<file path="src/rtl/rr_mux_arbiter.sv">
// Round-robin arbiter with registered output mux.
// One requester at a time is granted; its data slot is captured into a
// registered output stage and held until the downstream handshake. On the
// handshake cycle the just-served requester is masked out, so another
// requester can be granted back to back with no bubble.
module rr_mux_arbiter #(
    parameter int SEL_WIDTH  = 2,
    parameter int DATA_WIDTH = 8
) (
    input  logic                                     clk,
    input  logic                                     rst_n,
    input  logic [(2**SEL_WIDTH)-1:0]                req,
    input  logic [((2**SEL_WIDTH)*DATA_WIDTH)-1:0]   in_data,
    input  logic                                     out_ready,
    output logic                                     out_valid,
    output logic [DATA_WIDTH-1:0]                    out_data,
    output logic [SEL_WIDTH-1:0]                     out_sel,
    output logic [(2**SEL_WIDTH)-1:0]                ack,
    output logic                                     busy,
    output logic [15:0]                              xfer_cnt
);

    localparam int NUM_REQ = 2**SEL_WIDTH;

    typedef enum logic [0:0] {
        ST_IDLE = 1'b0,
        ST_BUSY = 1'b1
    } state_t;

    state_t                  state_r;
    state_t                  state_s;
    logic                    out_valid_r;
    logic                    out_valid_s;
    logic [DATA_WIDTH-1:0]   out_data_r;
    logic [DATA_WIDTH-1:0]   out_data_s;
    logic [SEL_WIDTH-1:0]    out_sel_r;
    logic [SEL_WIDTH-1:0]    out_sel_s;
    logic [SEL_WIDTH-1:0]    last_r;
    logic [SEL_WIDTH-1:0]    last_s;
    logic [15:0]             xfer_cnt_r;
    logic [15:0]             xfer_cnt_s;
    logic                    handshake_s;
    logic [NUM_REQ-1:0]      eligible_s;
    logic [SEL_WIDTH-1:0]    winner_s;

    // First eligible index after 'last', wrapping modulo NUM_REQ. The
    // unsigned add of SEL_WIDTH bits provides the wrap for free; k == NUM_REQ
    // revisits 'last' itself as the lowest priority.
    function automatic logic [SEL_WIDTH-1:0] rr_pick(
        input logic [NUM_REQ-1:0]   elig,
        input logic [SEL_WIDTH-1:0] last
    );
        logic [SEL_WIDTH-1:0] idx;
        logic                 found;
        rr_pick = last;
        found   = 1'b0;
        for (int k = 1; k <= NUM_REQ; k++) begin
            idx = last + SEL_WIDTH'(k);
            if (!found && elig[idx]) begin
                rr_pick = idx;
                found   = 1'b1;
            end else begin
                found   = found;
            end
        end
    endfunction

    // Select one DATA_WIDTH slot out of the packed input bus.
    function automatic logic [DATA_WIDTH-1:0] slot_of(
        input logic [(NUM_REQ*DATA_WIDTH)-1:0] data,
        input logic [SEL_WIDTH-1:0]            idx
    );
        slot_of = {DATA_WIDTH{1'b0}};
        for (int i = 0; i < NUM_REQ; i++) begin
            if (SEL_WIDTH'(i) == idx) begin
                slot_of = data[i*DATA_WIDTH +: DATA_WIDTH];
            end else begin
                slot_of = slot_of;
            end
        end
    endfunction

    // Handshake detection and the eligible set used for (re-)arbitration.
    always_comb begin
        handshake_s = (state_r == ST_BUSY) && out_valid_r && out_ready;
        eligible_s  = {NUM_REQ{1'b0}};
        case (state_r)
            ST_IDLE: eligible_s = req;
            ST_BUSY: begin
                if (handshake_s) begin
                    eligible_s = req & ~({{(NUM_REQ-1){1'b0}}, 1'b1} << out_sel_r);
                end else begin
                    eligible_s = {NUM_REQ{1'b0}};
                end
            end
            default: eligible_s = {NUM_REQ{1'b0}};
        endcase
        winner_s = rr_pick(eligible_s, last_r);
    end

    // Next-state and next-output computation for the two-state controller.
    always_comb begin
        state_s     = state_r;
        out_valid_s = out_valid_r;
        out_data_s  = out_data_r;
        out_sel_s   = out_sel_r;
        last_s      = last_r;
        xfer_cnt_s  = xfer_cnt_r;
        case (state_r)
            ST_IDLE: begin
                if (|eligible_s) begin
                    state_s     = ST_BUSY;
                    out_valid_s = 1'b1;
                    out_sel_s   = winner_s;
                    out_data_s  = slot_of(in_data, winner_s);
                    last_s      = winner_s;
                end else begin
                    out_valid_s = 1'b0;
                end
            end
            ST_BUSY: begin
                if (handshake_s) begin
                    xfer_cnt_s = xfer_cnt_r + 16'd1;
                    if (|eligible_s) begin
                        out_valid_s = 1'b1;
                        out_sel_s   = winner_s;
                        out_data_s  = slot_of(in_data, winner_s);
                        last_s      = winner_s;
                    end else begin
                        state_s     = ST_IDLE;
                        out_valid_s = 1'b0;
                    end
                end else begin
                    state_s = ST_BUSY;
                end
            end
            default: begin
                state_s     = ST_IDLE;
                out_valid_s = 1'b0;
            end
        endcase
    end

    // State and output registers; reset discards any pending grant.
    always_ff @(posedge clk or negedge rst_n) begin
        if (!rst_n) begin
            state_r     <= ST_IDLE;
            out_valid_r <= 1'b0;
            out_data_r  <= {DATA_WIDTH{1'b0}};
            out_sel_r   <= {SEL_WIDTH{1'b0}};
            last_r      <= {SEL_WIDTH{1'b1}};
            xfer_cnt_r  <= 16'd0;
        end else begin
            state_r     <= state_s;
            out_valid_r <= out_valid_s;
            out_data_r  <= out_data_s;
            out_sel_r   <= out_sel_s;
            last_r      <= last_s;
            xfer_cnt_r  <= xfer_cnt_s;
        end
    end

    assign out_valid = out_valid_r;
    assign out_data  = out_data_r;
    assign out_sel   = out_sel_r;
    assign busy      = (state_r == ST_BUSY);
    assign xfer_cnt  = xfer_cnt_r;
    assign ack       = handshake_s ? ({{(NUM_REQ-1){1'b0}}, 1'b1} << out_sel_r)
                                   : {NUM_REQ{1'b0}};

endmodule

</file>
<file path="config.mk">
export PLATFORM = sky130hd
export DESIGN_NAME = rr_mux_arbiter
export DESIGN_NICKNAME = d
export VERILOG_FILES = /design/src/rtl/rr_mux_arbiter.sv
export SDC_FILE = /design/constraint.sdc
export NUM_CORES = 1
export LEC_CHECK = 0
export ABC_CLOCK_PERIOD_IN_PS = 3800
export CORE_MARGIN = 2
export CORE_UTILIZATION = 45
export DETAILED_ROUTE_END_ITERATION = 6
export PLACE_DENSITY_LB_ADDON = 0.15
export SKIP_LAST_GASP = 1
export SLEW_MARGIN = 30
export SYNTH_ARGS = -nofsm -noshare
export SYNTH_HDL_FRONTEND = slang
export SYNTH_SLANG_ARGS = --single-unit
</file>
<file path="constraint.sdc">
create_clock -name clk -period 3.8 [get_ports clk]
set_input_delay 1.14 -clock clk [delete_from_list [all_inputs] [get_ports clk]]
set_output_delay 1.14 -clock clk [all_outputs]
set_load 0.01 [all_outputs]
</file>
-- Word level (Yosys, flattened, before mapping)
Index checks and enable logic that the tools add are counted.
- register bits: 30
- bits of input ports: 39
- output and inout port bits: 32
- word-level logic and storage cells: 69
- add/subtract/negate cells: 4
- $lt $le $gt $ge: 4
- equality and inequality tests: 4
- shift-type cells: 1
- mux-type cells: 36
- bitwise gates (word level): 3
- reductions and logical operators: 11
- operators with widths (operator ; count):
    2-to-1 mux 8 bit ; 6
    adder 16 x 1 -> 16 bit, second input constant ; 1
    2-to-1 mux 2 bit ; 8
    one-hot mux 8 bit (2 select lines) ; 1
    < comparator 2 x 3 -> 1 bit, second input constant ; 4
    2-to-1 mux 1 bit ; 10
    binary-select mux 1 bit (select 2 bit) ; 4
    2-to-1 mux 4 bit ; 2
    one-hot mux 2 bit (2 select lines) ; 2
    one-hot mux 4 bit (2 select lines) ; 1
    logical AND 1 bit ; 5
    adder 2 bit, second input constant ; 2
    bitwise AND 4 bit ; 1
    equality test 2 bit, first input constant ; 2
    inverter 4 bit ; 1
    one-hot mux 1 bit (2 select lines) ; 2
    OR reduction 4 bit ; 1
    left shift 1 x 2 -> 4 bit, first input constant ; 1
    zero test 1 bit ; 3
    adder 2 x 1 -> 2 bit, second input constant ; 1
    equality test 1 x 2 -> 1 bit, first input constant ; 1
    zero test 2 bit ; 1
    != test 2 x 1 -> 1 bit, second input constant ; 1
    AND reduction 2 bit ; 1
    inverter 1 bit ; 1

-- Logic depth before layout (Yosys ltp)
Gate-level depths: netlist of the first run.
- depth after elaboration: 25
- gate-level depth with buffers: 9
- depth with buffers taken out: 6

-- Worst setup path after synthesis of the first run
OpenSTA, ideal clock, no wires.
- path kind: input to output
- from: input out_ready
- to: output ack[2]
- arrival time: 1.671 ns
- required time: 2.660 ns
- slack: 0.989 ns
- cell stages on the path: 4
- buffers on the path: 0
- cells stage by stage: nand2_1 -> nor2_1 -> nand2_1 -> nor2_1
- word-level cells in the longest chain between the ends: 2
- RTL lines (what ; RTL line ; text):
    start, declared ; 14 ; input logic out_ready,
    logical AND 1 bit ; 85 ; handshake_s = (state_r == ST_BUSY) && out_valid_r && out_ready;
    2-to-1 mux 4 bit ; 168 ; assign ack = handshake_s ? ({{(NUM_REQ-1){1'b0}}, 1'b1} << out_sel_r)
    end, declared ; 18 ; output logic [(2**SEL_WIDTH)-1:0] ack,
No other way between the ends.

-- Final worst setup path of the first run
- from: input out_ready
- to: output ack[3]
Same word-level chain as after synthesis.

==> results of run 1 <==
[state kept, by name, summed over array words and instances, names as in the netlist]
signal	count
out_sel	2
busy	1
out_valid	1
last_r	2
out_data	8
xfer_cnt	16
[layout make-up]
| cell class | instances | share of cell area |
|---|---|---|
| clock buffer | 6 | 0.0326 |
| sequential | 30 | 0.297 |
| multi-input combinational | 119 | 0.329 |
| clock inverter | 2 | 0.00494 |
| timing repair buffer | 78 | 0.302 |
| inverter | 7 | 0.0104 |
| tap | 48 | 0.0237 |
[how the worst min path moves through the flow]
stage / end / slack (ns) / startpoint
after floorplan: xfer_cnt[15] / 0.51 / xfer_cnt[15]
after global placement: xfer_cnt[15] / 0.46 / xfer_cnt[15]
after detailed placement: xfer_cnt[15] / 0.47 / xfer_cnt[15]
after CTS: xfer_cnt[15] / 0.48 / xfer_cnt[15]
after global routing: xfer_cnt[15] / 0.50 / xfer_cnt[15]
final: xfer_cnt[15] / 0.48 / xfer_cnt[15]
[layout by cell type, fill, tap and decap left out, drive strengths merged, types with 3 or more instances in the layout]
cell	count
clkdlybuf4s50	68
nor2	19
mux2i	17
xnor2	13
or3	3
clkbuf	6
o21ai	4
inv	7
dfrtp	28
nor2b	3
nand3	5
nand4	5
nand2	13
a221oi	8
buf	8
[power by group through the flow]
stage / Combinational (W) / Clock, W / Sequential (W)
after global routing: 0.000988 / 0.000295 / 0.000565
after detailed placement: 0.000903 / 0 / 0.000551
after global placement: 0.000879 / 0 / 0.000544
after floorplan: 0.000579 / 0 / 0.000554
final: 0.000907 / 0.000269 / 0.000546
after CTS: 0.000911 / 0.000278 / 0.000547
[per-layer routing]
layer / global-route usage / vias to the layer above
li1: - / 733
met2: 0.360 / 62
met4: 0.109 / 0
met1: 0.210 / 737
met5: 0 / -
met3: 0.0677 / 13
[cell families (layout without fill, tap and decap cells)]
group	count (synthesis)	in the layout
AND/OR/NAND/NOR	63	63
flip-flops	30	30
AO/OA/AOI/OAI	23	23
multiplexers	17	17
XOR/XNOR	15	15
buffers and inverters	13	93
adder cells (fa/ha/maj)	1	1
[critical path: cells and delay by family]
kind | cells | cell delay, ns
buf+inv | 2 | 0.68
simple gates | 3 | 0.43
[stage by stage]
step,setup TNS (ns),power (W),utilization,std cells
2_1_floorplan,0,0.00113,-,162
4_1_cts,0,0.00174,0.699,289
3_5_place_dp,-0.0348,0.00145,0.672,281
6_report,0,0.00172,0.703,290
5_1_grt,0,0.00185,0.703,290
3_3_place_gp,0,0.00142,0.672,281
[timing repair]
action                                  4_1_cts  5_1_grt
hold buffers                                  0        0
buffers inserted                              0        1
gates cloned                                  0        0
hold endpoints to repair                      0        0
pin swaps                                     0        1
gates resized for setup                       1        2
endpoints found under the setup margin        1        2
==> impl_metrics.py, run 1 <==
metrics = {
    "synth": {
        "synth-xor-area-share": 0.0789,
        "syn-cell-area_um2": 1660,
        "synth_mux_area_frac": 0.102,
        "seq_area_frac_synth": 0.453,
        "yosysMostFrequentCell": "dfrtp_1",
        "synth_area_leaders": "dfrtp_1 42%, mux2i_1 10%, xnor2_1 6.8%, nor2_1 4.3%, a221oi_1 4.2%",
        "synth_flop_cell": "dfrtp_1",
        "synth.avg_cell_area_um2": 10.3,
        "synth_top_area_share": 0.421,
        "syn_nets": 202,
        "synth-seq-cells": 30,
        "synth_top_area_cell": "dfrtp_1",
        "synth_top_family_by_area": "simple AND/OR/NAND/NOR gates",
        "synth-compound-area-share": 0.114,
        "ys_types": 40,
        "yosysWarningCount": 0,
        "synth_fa_ha_area_frac": 0.00752,
        "ys_async_sr_fraction": 1.00,
        "yosys.area_share.simple": 0.192,
        "synth_commonest_cells": "28 x dfrtp_1, 19 x nor2_1, 17 x mux2i_1",
        "synth_edf_count": 0,
        "synthCells": 162,
    },
    "placement": {
        "dp_hpwl_um": 3010,
        "io_buffers": 70,
        "place_ws_ns": -0.0348,
        "gp_congestion": 0.813,
        "dpl_cell_area_um2": 2420,
    },
    "power_and_ir_drop": {
        "powerDensity_nw_per_um2": 680,
        "p_comb_frac": 0.527,
        "peakVddDrop_mv": 0.377,
        "p_leak_nw": 1.12,
        "clkPwrFrac": 0.156,
        "cell_internal_pwr_w": 0.00106,
        "p_sw_frac": 0.382,
        "p_switching_w": 0.000658,
        "p_seq_frac": 0.317,
    },
    "timing": {
        "finalCritPeriodShare": 0.893,
        "whs_ns": 0.478,
        "fmax_mhz": 295,
        "finalHoldViolations": 0,
        "setup_ws_ns": 0.406,
        "setup_viol": 0,
        "slew_headroom": 0.703,
        "worst_pin_slew_ns": 0.441,
        "maxSlewViolCount": 0,
        "fin_worst_skew_ns": 0.00682,
        "min_period_ns": 3.39,
        "rsz0062_at_grt": "no",
    },
    "cells_and_area": {
        "multi_input_area_um2": 833,
        "regArea_um2": 753,
        "area_growth_pct": 52.3,
        "final_area_um2": 2530,
        "n_antenna_cell": 0,
        "finalNetCount": 281,
        "drive_above_1_share": 0.0909,
        "n_fill_cell": 267,
    },
    "setup_path": {
        "r2r_start": "out_sel[1]",
        "critical_path.cell_chain": "dlymetal6s2s_1, nand2_1, nor2_2, and3_1, clkdlybuf4s50_1",
        "slowest_delay_ns": 0.53,
        "endpoint": "ack[3]",
        "cp-start-kind": "primary input",
        "slowest_stage": "clkdlybuf4s50_1",
        "crit_path_end_kind": "primary output",
        "crit_arrival_ns": 2.25,
        "r2r_slack_ns": 1.56,
        "critical_path_class": "in2out",
        "crit_fanout": 4,
        "timing.rr.end": "out_data[4]",
        "worstPathRequired_ns": 2.66,
        "reg2reg_depth": 7,
        "startpoint": "out_ready",
    },
    "clocking": {
        "cts_root_buffer": "clkbuf_8",
        "cts-buffers-inserted": 5,
        "h-tree-depth": 2,
        "clock_path_buffers": 2,
        "clock_latency_ns": 0.28,
        "cts_tree": "done",
        "clock_sinks": 30,
        "clk_pin_slew_worst_paths_ns": 0.07,
    },
    "floorplanning": {
        "die_h_um": 64.8,
        "design.core.area_um2": 3610,
        "io_pins": 71,
        "row_count": 22,
        "die_x_um": 64.8,
        "die-area_um2": 4200,
        "start_util": 0.461,
    },
    "drt": {
        "vias": 1545,
        "met3_length_um": 275,
        "wl_per_cell_um": 13.6,
        "vias_per_cell": 5.33,
        "topRoutingLayerUsed": "met4",
        "drc": 0,
        "wl_met1_um": 1520,
        "routed-wl-met2_um": 2050,
        "postRouteAntennaNets": 0,
        "drtIter0Drc": 66,
        "first_pass_iters": 4,
        "wirelength_um": 3950,
    },
    "min_path": {
        "holdPathStages": 1,
        "hold_class": "reg2reg",
    },
    "run": {
        "maxCapViolations": 0,
    },
    "global_routing": {
        "grt_pass1_vias": 1543,
        "grt_pass1_wl_um": 6500,
        "grt.total_usage": 0.203,
        "grt_max_degree": 31,
        "antenna_found_initial": 0,
        "grt_overflow": 0,
    },
    "status": {
        "status": "complete, no violations",
    },
}
Power figures use the tool's default switching activity.
==> inputs of run 2 (changes only) <==
--- a/config.mk
+++ b/config.mk
@@ -5,10 +5,13 @@
 export SDC_FILE = /design/constraint.sdc
 export NUM_CORES = 1
 export LEC_CHECK = 0
+export ABC_AREA = 1
 export ABC_CLOCK_PERIOD_IN_PS = 3800
 export CORE_MARGIN = 2
-export CORE_UTILIZATION = 45
+export CORE_UTILIZATION = 50
+export CTS_BUF_LIST = sky130_fd_sc_hd__clkbuf_4
 export DETAILED_ROUTE_END_ITERATION = 6
+export MAX_ROUTING_LAYER = met4
 export PLACE_DENSITY_LB_ADDON = 0.15
 export SKIP_LAST_GASP = 1
 export SLEW_MARGIN = 30
==> run 2 against run 1 <==
Compared with the run above:
- clock-buffer cell count down 1
- critical path depth down 1
- routed wire length up 21%
- register-to-register slack worse by 0.08 ns
- die area up 9.5%
- final cell count up 32%
- sequential cell count unchanged
- sequential power up 4.2%
- critical path type unchanged
- largest power group unchanged
- highest routed layer unchanged
==> impl_metrics.py, run 2 <==
metrics = {
    "status": {
        "status": "complete, no violations",
    },
    "global_routing": {
        "grt_max_degree": 31,
        "grt.total_usage": 0.229,
        "grt_pass1_wl_um": 7710,
        "grt_overflow": 0,
        "antenna_found_initial": 0,
        "grt_pass1_vias": 1781,
    },
    "setup_path": {
        "critical_path.cell_chain": "clkdlybuf4s50_1, nand2_2, nor2_1, clkdlybuf4s50_1",
        "crit_path_end_kind": "primary output",
        "crit_fanout": 6,
        "slowest_stage": "clkdlybuf4s50_1",
        "critPathBufInv": 2,
        "critical_path_class": "in2out",
        "r2r_slack_ns": 1.48,
        "worst-path-stages": 4,
        "worst_path_most_repeated_cell": "clkdlybuf4s50_1",
        "worstPathRequired_ns": 2.66,
        "crit_family": "buffers and inverters",
        "slowest_delay_ns": 0.54,
        "startpoint": "out_ready",
        "endpoint": "ack[1]",
        "timing.rr.end": "out_data[7]",
        "reg2reg_depth": 13,
        "cp-start-kind": "primary input",
        "r2r_start": "last_r[0]",
        "crit_arrival_ns": 2.36,
    },
    "power_and_ir_drop": {
        "peakVddDrop_mv": 0.560,
        "p_leak_nw": 1.38,
        "powerDensity_nw_per_um2": 978,
    },
    "timing": {
        "finalCritPeriodShare": 0.920,
        "min_period_ns": 3.50,
        "finalHoldViolations": 0,
        "rsz0062_at_grt": "no",
        "maxSlewViolCount": 0,
        "fin_worst_skew_ns": 0.0122,
        "fin_setup_tns_ns": 0,
        "fmax_mhz": 286,
        "setup_viol": 0,
        "worst_pin_slew_ns": 0.385,
        "slew_headroom": 0.741,
    },
    "floorplanning": {
        "row_count": 23,
        "die-area_um2": 4600,
        "start_util": 0.513,
        "die_x_um": 67.8,
        "die_h_um": 67.8,
        "design.core.area_um2": 3970,
        "io_pins": 71,
    },
    "placement": {
        "dp_hpwl_um": 3620,
        "io_buffers": 70,
        "placed_cells": 374,
        "dpl_cell_area_um2": 2750,
        "gp_congestion": 0.787,
    },
    "clocking": {
        "h-tree-depth": 2,
        "clock_path_buffers": 2,
        "ctsResizeCount": 0,
        "post_cts_buffers": 0,
        "clk_pin_slew_worst_paths_ns": 0.09,
        "cts-buffers-inserted": 5,
        "cts_tree": "done",
        "clock_latency_ns": 0.33,
        "postCtsHoldBufs": 0,
        "clock_sinks": 30,
        "cts_root_buffer": "clkbuf_4",
    },
    "synth": {
        "syn-cell-area_um2": 2040,
        "synth-seq-cells": 30,
        "ys_async_sr_fraction": 1.00,
        "synth_area_leaders": "dfrtp_1 34%, nand2_1 10%, inv_1 7.6%, nand3_1 6.6%, nand4_1 6.1%",
        "synth_commonest_cells": "54 x nand2_1, 41 x inv_1, 28 x dfrtp_1",
        "synth_edf_count": 0,
        "yosysWarningCount": 0,
        "syn_nets": 299,
        "synth_top_area_share": 0.344,
        "synth_flop_cell": "dfrtp_1",
        "synthCells": 259,
        "synth.avg_cell_area_um2": 7.86,
        "yosysMostFrequentCell": "nand2_1",
        "synth_top_area_cell": "dfrtp_1",
        "ys_types": 32,
        "seq_area_frac_synth": 0.370,
    },
    "drt": {
        "first_pass_iters": 4,
        "drc": 0,
        "wl_per_cell_um": 12.5,
        "wirelength_um": 4770,
        "drtIter0Drc": 60,
        "postRouteAntennaNets": 0,
        "vias": 1894,
        "vias_per_cell": 4.96,
    },
    "cells_and_area": {
        "n_antenna_cell": 0,
        "largest_reg_flops": 16,
        "final_area_um2": 2830,
        "finalNetCount": 371,
        "fin_cells": 382,
        "n_fill_cell": 352,
        "area_growth_pct": 38.9,
        "most-common-layout-cells": "70 x clkdlybuf4s50_1, 54 x nand2_1, 41 x inv_1",
        "drive_above_1_share": 0.148,
        "layout_commonest_cell": "clkdlybuf4s50_1",
    },
    "run": {
        "maxCapViolations": 0,
    },
    "min_path": {
        "hold_class": "reg2reg",
    },
}
[run 2: power by group]
| group | leakage (nW) | internal (W) | total [W] | switching (W) |
|---|---|---|---|---|
| logic | 0.960 | 0.000729 | 0.00195 | 0.00122 |
| registers | 0.372 | 0.000451 | 0.000569 | 0.000118 |
| clock network | 0.0450 | 0.000136 | 0.000250 | 0.000113 |
[run 2: cell families (layout without fill, tap and decap cells)]
group                      after synthesis  in the layout  share of synthesized area
DFF                                     30             30                      0.370
buffers and inverters                   54            127                      0.119
adders and majority gates                1              1                    0.00615
xor gates and xnor gates                15             15                     0.0682
and+or+nand+nor                        143            143                      0.393
AOI/OAI and AO/OA                       16             16                     0.0430
[run 2: worst min-delay path by stage]
| stage | from | endpoint | slack (ns) | depth (start not counted) |
|---|---|---|---|---|
| floorplan | xfer_cnt[15] | xfer_cnt[15] | 0.51 | 1 |
| global placement | xfer_cnt[15] | xfer_cnt[15] | 0.46 | 1 |
| detailed placement | xfer_cnt[15] | xfer_cnt[15] | 0.47 | 1 |
| CTS | xfer_cnt[15] | xfer_cnt[15] | 0.49 | 1 |
| global route | xfer_cnt[15] | xfer_cnt[15] | 0.51 | 1 |
| finish | xfer_cnt[15] | xfer_cnt[15] | 0.48 | 1 |
[run 2: worst register-to-register path, delay by kind of cell (launching register included)]
kind | cells | cell delay (ns)
AOI/OAI and AO/OA | 1 | 0.18
and+or+nand+nor | 10 | 1.10
DFF | 1 | 0.66
buffers and inverters | 2 | 0.26
[run 2: final cells by class]
cell class	instances	area, um^2	area share
multi-input combinational	175	1040	0.368
inverter	47	179	0.0633
tap	50	62.6	0.0221
timing repair buffer	72	716	0.253
sequential	30	753	0.266
clock buffer	5	37.5	0.0133
clock inverter	3	40.0	0.0142
[run 2: routing by layer]
metal	track usage	share of wire
met1	0.268	0.43
met2	0.390	0.50
met3	0.0550	0.051
met4	0.0675	0.015
met5	-	0
[run 2: per-stage QoR]
stage | total power, W | setup slack, ns | util | hold WS [ns]
5_1_grt | 0.00305 | 0.225 | 0.712 | 0.514
4_1_cts | 0.00280 | 0.296 | 0.712 | 0.486
3_3_place_gp | 0.00246 | 0.304 | 0.693 | 0.464
3_5_place_dp | 0.00254 | 0.295 | 0.693 | 0.465
6_report | 0.00277 | 0.303 | 0.712 | 0.477
2_1_floorplan | 0.00212 | 1.19 | - | 0.507
